--- src/rtl/armleocpu_ptw.sv ---
// Sv32 hardware page-table walker: resolves a 20-bit VPN to a 22-bit PPN
// by reading at most two PTEs, reporting page/access faults on failure.
module armleocpu_ptw (
  input  logic        clk,
  input  logic        rst_n,
  input  logic [21:0] satp_ppn,
  input  logic        resolve_request,
  input  logic [19:0] resolve_virtual_address,
  output logic        resolve_ack,
  output logic        resolve_done,
  output logic        resolve_pagefault,
  output logic        resolve_accessfault,
  output logic [7:0]  resolve_access_bits,
  output logic [21:0] resolve_physical_address,
  output logic        mem_read,
  output logic [33:0] mem_address,
  input  logic        mem_waitrequest,
  input  logic        mem_readdatavalid,
  input  logic [31:0] mem_readdata,
  input  logic [1:0]  mem_response
);

  typedef enum logic [1:0] {IDLE, ISSUE, WAIT_DATA} state_t;
  typedef enum logic [1:0] {O_ACCESS, O_PAGE, O_LEAF, O_DESCEND} outcome_t;

  state_t      state;
  logic        level;
  logic [21:0] table_base;
  logic [19:0] vpn;
  outcome_t    outcome;

  // RSW bits carry no meaning for the walker.
  logic unused_rsw;
  assign unused_rsw = ^mem_readdata[9:8];

  // No acceptance while held in reset so the requester never sees a phantom ack.
  assign resolve_ack = rst_n && (state == IDLE) && resolve_request;
  assign mem_read    = (state == ISSUE);
  assign mem_address = {table_base, (level ? vpn[19:10] : vpn[9:0]), 2'b00};

  // Classify the returned PTE; first matching rule wins.
  always_comb begin
    logic v, r, w, x;
    v = mem_readdata[0];
    r = mem_readdata[1];
    w = mem_readdata[2];
    x = mem_readdata[3];
    outcome = O_DESCEND;
    if (mem_response != 2'b00)
      outcome = O_ACCESS;
    else if (!v || (!r && w))
      outcome = O_PAGE;
    else if ((r || x) && level && (mem_readdata[19:10] != 10'd0))
      outcome = O_PAGE;       // misaligned superpage
    else if (r || x)
      outcome = O_LEAF;
    else if (!level)
      outcome = O_PAGE;       // pointer PTE at the last level
    else
      outcome = O_DESCEND;
  end

  // Walk FSM with registered result outputs.
  always_ff @(posedge clk) begin
    if (!rst_n) begin
      state                    <= IDLE;
      level                    <= 1'b1;
      table_base               <= '0;
      vpn                      <= '0;
      resolve_done             <= 1'b0;
      resolve_pagefault        <= 1'b0;
      resolve_accessfault      <= 1'b0;
      resolve_access_bits      <= '0;
      resolve_physical_address <= '0;
    end else begin
      resolve_done <= 1'b0;
      case (state)
        IDLE: if (resolve_request) begin
          vpn        <= resolve_virtual_address;
          table_base <= satp_ppn;
          level      <= 1'b1;
          state      <= ISSUE;
        end
        ISSUE: if (!mem_waitrequest) state <= WAIT_DATA;
        WAIT_DATA: if (mem_readdatavalid) begin
          if (outcome == O_DESCEND) begin
            table_base <= mem_readdata[31:10];
            level      <= 1'b0;
            state      <= ISSUE;
          end else begin
            state                    <= IDLE;
            resolve_done             <= 1'b1;
            resolve_accessfault      <= (outcome == O_ACCESS);
            resolve_pagefault        <= (outcome == O_PAGE);
            resolve_access_bits      <= '0;
            resolve_physical_address <= '0;
            if (outcome == O_LEAF) begin
              resolve_access_bits      <= mem_readdata[7:0];
              resolve_physical_address <= level ? {mem_readdata[31:20], vpn[9:0]}
                                                : mem_readdata[31:10];
            end
          end
        end
        default: state <= IDLE;
      endcase
    end
  end

endmodule

--- config.mk ---
export PLATFORM = sky130hd
export DESIGN_NAME = armleocpu_ptw
export DESIGN_NICKNAME = d
export VERILOG_FILES = /design/src/rtl/armleocpu_ptw.sv
export SDC_FILE = /design/constraint.sdc
export NUM_CORES = 1
export LEC_CHECK = 0
export BUFFER_PORTS_ARGS = -buffer_cell sky130_fd_sc_hd__buf_2
export CORE_ASPECT_RATIO = 1.2
export CORE_MARGIN = 4
export CORE_UTILIZATION = 47
export CTS_BUF_LIST = sky130_fd_sc_hd__clkbuf_16
export DETAILED_ROUTE_END_ITERATION = 10
export PLACE_DENSITY = 0.77
export SYNTH_ARGS = -nofsm -noshare
export SYNTH_HDL_FRONTEND = slang
export SYNTH_SLANG_ARGS = --single-unit
--- constraint.sdc ---
create_clock -name clk -period 3.3 [get_ports clk]
set_clock_uncertainty 0.2 [all_clocks]
set_input_delay 0.66 -clock clk [delete_from_list [all_inputs] [get_ports clk]]
set_output_delay 0.66 -clock clk [all_outputs]
set_load 0.005 [all_outputs]
* Word level (Yosys, flattened, before mapping)
Cells that the tools add are included.
Storage, ports and cells: register bits 78, bits of input ports 81, output and inout port bits 69, word-level logic and storage cells 61
Cells by class: eq/ne operators 9, multiplexer cells 23, bitwise gates (word level) 1, reduce and logical (&&, ||, !) cells 19
Operators with widths (number):
- $mux W22 | 4
- $pmux W22 S2 | 1
- $mux W10 | 2
- $mux W2 | 8
- $reduce_bool A10 Y1 | 1
- $reduce_and A3 Y1 | 3
- $mux W8 | 1
- $ne A2 B2 Y1 const B | 4
- $eq A2 B2 Y1 const B | 3
- $pmux W2 S3 | 1
- $logic_and A1 B1 Y1 | 5
- $mux W1 | 5
- $eq A2 B1 Y1 const B | 2
- $logic_not A2 Y1 | 2
- $reduce_and A4 Y1 | 1
- $reduce_bool A2 Y1 | 2
- $logic_not A1 Y1 | 2
- $logic_or A1 B1 Y1 | 2
- $pmux W1 S2 | 1
- $reduce_and A2 Y1 | 1
- $not A1 Y1 | 1

* Logic depth before layout (Yosys ltp)
word-level depth 10, mapped depth 7, mapped depth without buffers 5

* Worst setup path before layout
OpenSTA, ideal clock, no wires.
kind input-to-reg, start point input port mem_readdata[12], end point register resolve_physical_address[0], library setup time 0.068 ns, arrival time 2.818 ns, required time 3.032 ns, path slack 0.214 ns, stages on the path 7, path buffers 2, cell sequence or4_4 -> o311a_4 -> or3_4 -> buf_6 -> or4_4 -> buf_6 -> o2bb2ai_2
On the way: word-level cells in the longest chain between the ends 8, elaborated cells between the ends (all ways) 10, classes of those cells 2 x eq/ne; 4 x mux; 1 x bitwise; 3 x reduce/logical
Ends and longest elaborated chain:
- start: declaration | RTL line 19 | input logic [31:0] mem_readdata,
- $reduce_bool A10 Y1 * | RTL line 53 | else if ((r || x) && level && (mem_readdata[19:10] != 10'd0))
- $logic_and A1 B1 Y1 * | RTL line 53
- $mux W2 * | RTL line 53
- $mux W2 * | RTL line 51 | else if (!v || (!r && w))
- $mux W2 * | RTL line 49 | if (mem_response != 2'b00)
- $eq A2 B2 Y1 | RTL line 86 | if (outcome == O_DESCEND) begin
- $not A1 Y1 (no source line)
- $reduce_and A3 Y1 (no source line)
- end signal: assignment | RTL line 99 | resolve_physical_address <= level ? {mem_readdata[31:20], vpn[9:0]}
- end: declaration | RTL line 14 | output logic [21:0] resolve_physical_address,
Mark *: on every way between the ends. The rest lies on a longest branch, timed or not. A chain may end at the register's enable or synchronous reset.

* Final worst setup path
start point input port mem_readdata[18], end point register resolve_physical_address[9]
Same word-level chain as after synthesis.

==> results.json <==
{
  "utilization_pct": 64.8,
  "endpoint_kind": "register",
  "antennaDiodeCount": 0,
  "std_cell_rows": 33,
  "clockBufferDepth": 2,
  "grt_max_degree": 26,
  "postCtsHoldBufs": 0,
  "hp-class": "reg -> reg",
  "synth_common_cells": "78 x dfxtp_1, 44 x nand2_1, 27 x nor2_1",
  "post_cts_resized": 0,
  "drcViolationCount": 0,
  "yosys-top-cells-area": "dfxtp_1 46%, mux2i_1 6.4%, o211a_1 6.4%, nand2_1 4.8%, o2bb2ai_2 4.4%",
  "worstSetupStartpointType": "input port",
  "routed_via_density": 5.42,
  "antenna_found_initial": 0,
  "fillers": 567,
  "maxCapViolations": 0,
  "placed_cell_area_mm2": 0.00421,
  "setup_viol": 0,
  "wl_per_cell_um": 16.4,
  "path_class": "in -> reg",
  "portBuffers": 145,
  "peakVddDrop_v": 0.000350,
  "finalCriticalPeriod_ns": 2.84,
  "synth_top_area_share_pct": 45.6,
  "numCtsBuffers": 9,
  "ys_ff_latch": 78,
  "async_flop_share_pct": 0,
  "cts_setup_buffers": 0,
  "drv_slew": 0,
  "yosysWarningCount": 0,
  "worstMarginPinSlew_ns": 0.779,
  "p_leak_nw": 2.39,
  "netlist_instances": 345,
  "seq_area_frac_synth_pct": 45.6,
  "post-dp-hpwl_um": 7290,
  "ys.flop_type": "dfxtp_1",
  "cts_root_buffer": "clkbuf_16",
  "grt_remaining_overflow": 0,
  "clk_latency_ns": 0.33,
  "die-area_mm2": 0.00872,
  "status": "finished clean",
  "worstPathMaxFanout": 10,
  "die_w_um": 85.9,
  "num_vias": 3132,
  "finalHoldViolations": 0,
  "start_util_pct": 49.1,
  "cts.sinks": 78,
  "dr.first_iter.drc_count": 125,
  "io_pins": 150,
  "slew_headroom_pct": 48.1,
  "crit_arrival_ns": 2.90,
  "grt_pass1_wl_um": 15200,
  "fin_crit_sh_pct": 86.2,
  "clk_pin_slew_ns": 0.05,
  "routed_wl_um": 9510,
  "grt_pass1_vias": 3111,
  "powerDensity_mw_per_mm2": 508,
  "synth_edf_count": 0,
  "synth_cell_types": 40,
  "rsz0062_at_grt": "false",
  "die_y_um": 102,
  "firstDrtPassIters": 4,
  "syn-cell-area_mm2": 0.00343,
  "gp_congestion": 0.804,
  "cp_data_required_time_ns": 3.36,
  "drive_gt1_share_pct": 42.0,
  "yosys.area.top_type": "dfxtp_1",
  "htreeDepth": 3,
  "final_area_mm2": 0.00452,
  "tns_ns": 0,
  "synth_most_common_cell": "dfxtp_1",
  "grt_usage_pct": 21.9,
  "cts_tree": "built",
  "max_freq_mhz": 352,
  "area_growth_pct": 32.0,
  "core_mm2": 0.00698,
  "ant_nets": 0,
  "fin_nets": 567,
  "syn_area_per_cell_um2": 9.93
}
worst paths after layout:
check / slack [ns] / endpoint / startpoint / cells past startpoint
worst max-delay path: 0.46 / resolve_physical_address[9]$_SDFFE_PN0P_ / mem_readdata[18] / 6
worst min register to register: 0.26 / vpn[11]$_SDFFE_PN0P_ / vpn[11]$_SDFFE_PN0P_ / 2
worst max register to register: 0.86 / resolve_physical_address[9]$_SDFFE_PN0P_ / level$_SDFFE_PN1P_ / 5
worst min-delay path: 0.26 / vpn[11]$_SDFFE_PN0P_ / vpn[11]$_SDFFE_PN0P_ / 2
cell usage in the layout, fill, tap and decap left out, drive strengths merged, types with 3 or more instances in the layout:
| cell | synthesis | routed |
|---|---|---|
| nor3 | 3 | 3 |
| buf | 8 | 162 |
| mux2 | 10 | 10 |
| dfxtp | 78 | 78 |
| o22ai | 10 | 10 |
| a21oi | 22 | 22 |
| a22o | 10 | 10 |
| nor2 | 27 | 27 |
| or2 | 3 | 3 |
| nand2b | 4 | 4 |
| clkbuf | 24 | 9 |
| nand2 | 44 | 44 |
| mux2i | 22 | 22 |
| a32o | 9 | 9 |
| inv | 2 | 5 |
| o211a | 22 | 22 |
| o2bb2ai | 10 | 10 |
| or4 | 3 | 3 |
| o21ai | 12 | 12 |
| nor2b | 3 | 3 |
registers in the layout, indices dropped and copies added (netlist names):
name,count
level,1
resolve_access_bits,8
resolve_accessfault,1
resolve_done,1
resolve_pagefault,1
resolve_physical_address,22
state,2
table_base,22
vpn,20
metrics by stage:
step / setup WS [ns] / cells / power (W) / hold slack (ns)
after global routing: 0.417 / 578 / 0.00239 / 0.279
after CTS: 0.455 / 578 / 0.00231 / 0.253
final: 0.455 / 578 / 0.00230 / 0.256
after floorplan: 0.214 / 346 / 0.00118 / 0.233
after global placement: 0.143 / 562 / 0.00129 / 0.239
after detailed placement: 0.111 / 562 / 0.00130 / 0.244
layer usage:
| layer | vias to the layer above | wire length (µm) | GRT usage (%) | share of wire [%] |
|---|---|---|---|---|
| li1 | 1527 | - | - | - |
| met1 | 1454 | 3880 | 25.2 | 41 |
| met2 | 133 | 4590 | 37.9 | 48 |
| met3 | 18 | 834 | 7.08 | 8.8 |
| met4 | 0 | 206 | 7.80 | 2.2 |
| met5 | - | 0 | 0 | 0 |
worst max-delay path: stages:
cell       delay (ns)
buf_2            0.12
or4_1            0.59
o311a_4          0.35
or3_4            0.39
or4_4            0.61
o2bb2ai_2        0.18
logic make-up (layout without fill, tap and decap cells):
group           Yosys count  after routing  synth area share [%]
mux                      32             32                  9.72
buf+inv                  35            180                  5.55
flops                    78             78                  45.6
compound gates          106            106                  26.3
other cells               1              2                 0.109
simple gates             93             93                  12.7
report_power, final:
part,total [W],switching [W],internal (W)
Combinational,0.000271,0.000144,0.000127
Sequential,0.00101,0.0000240,0.000987
Clock,0.00101,0.000363,0.000651
Total,0.00230,0.000531,0.00176
area by class of cell:
cell class	instances	area, µm²	share of cell area [%]
clock buffers	9	225	4.98
clock inverters	7	82.6	1.83
inverters	2	7.51	0.166
multi-input cells	233	1680	37.2
flip-flops and latches	78	1560	34.5
well taps	87	109	2.41
repair buffers	162	853	18.9
Power figures use the tool's default switching activity.
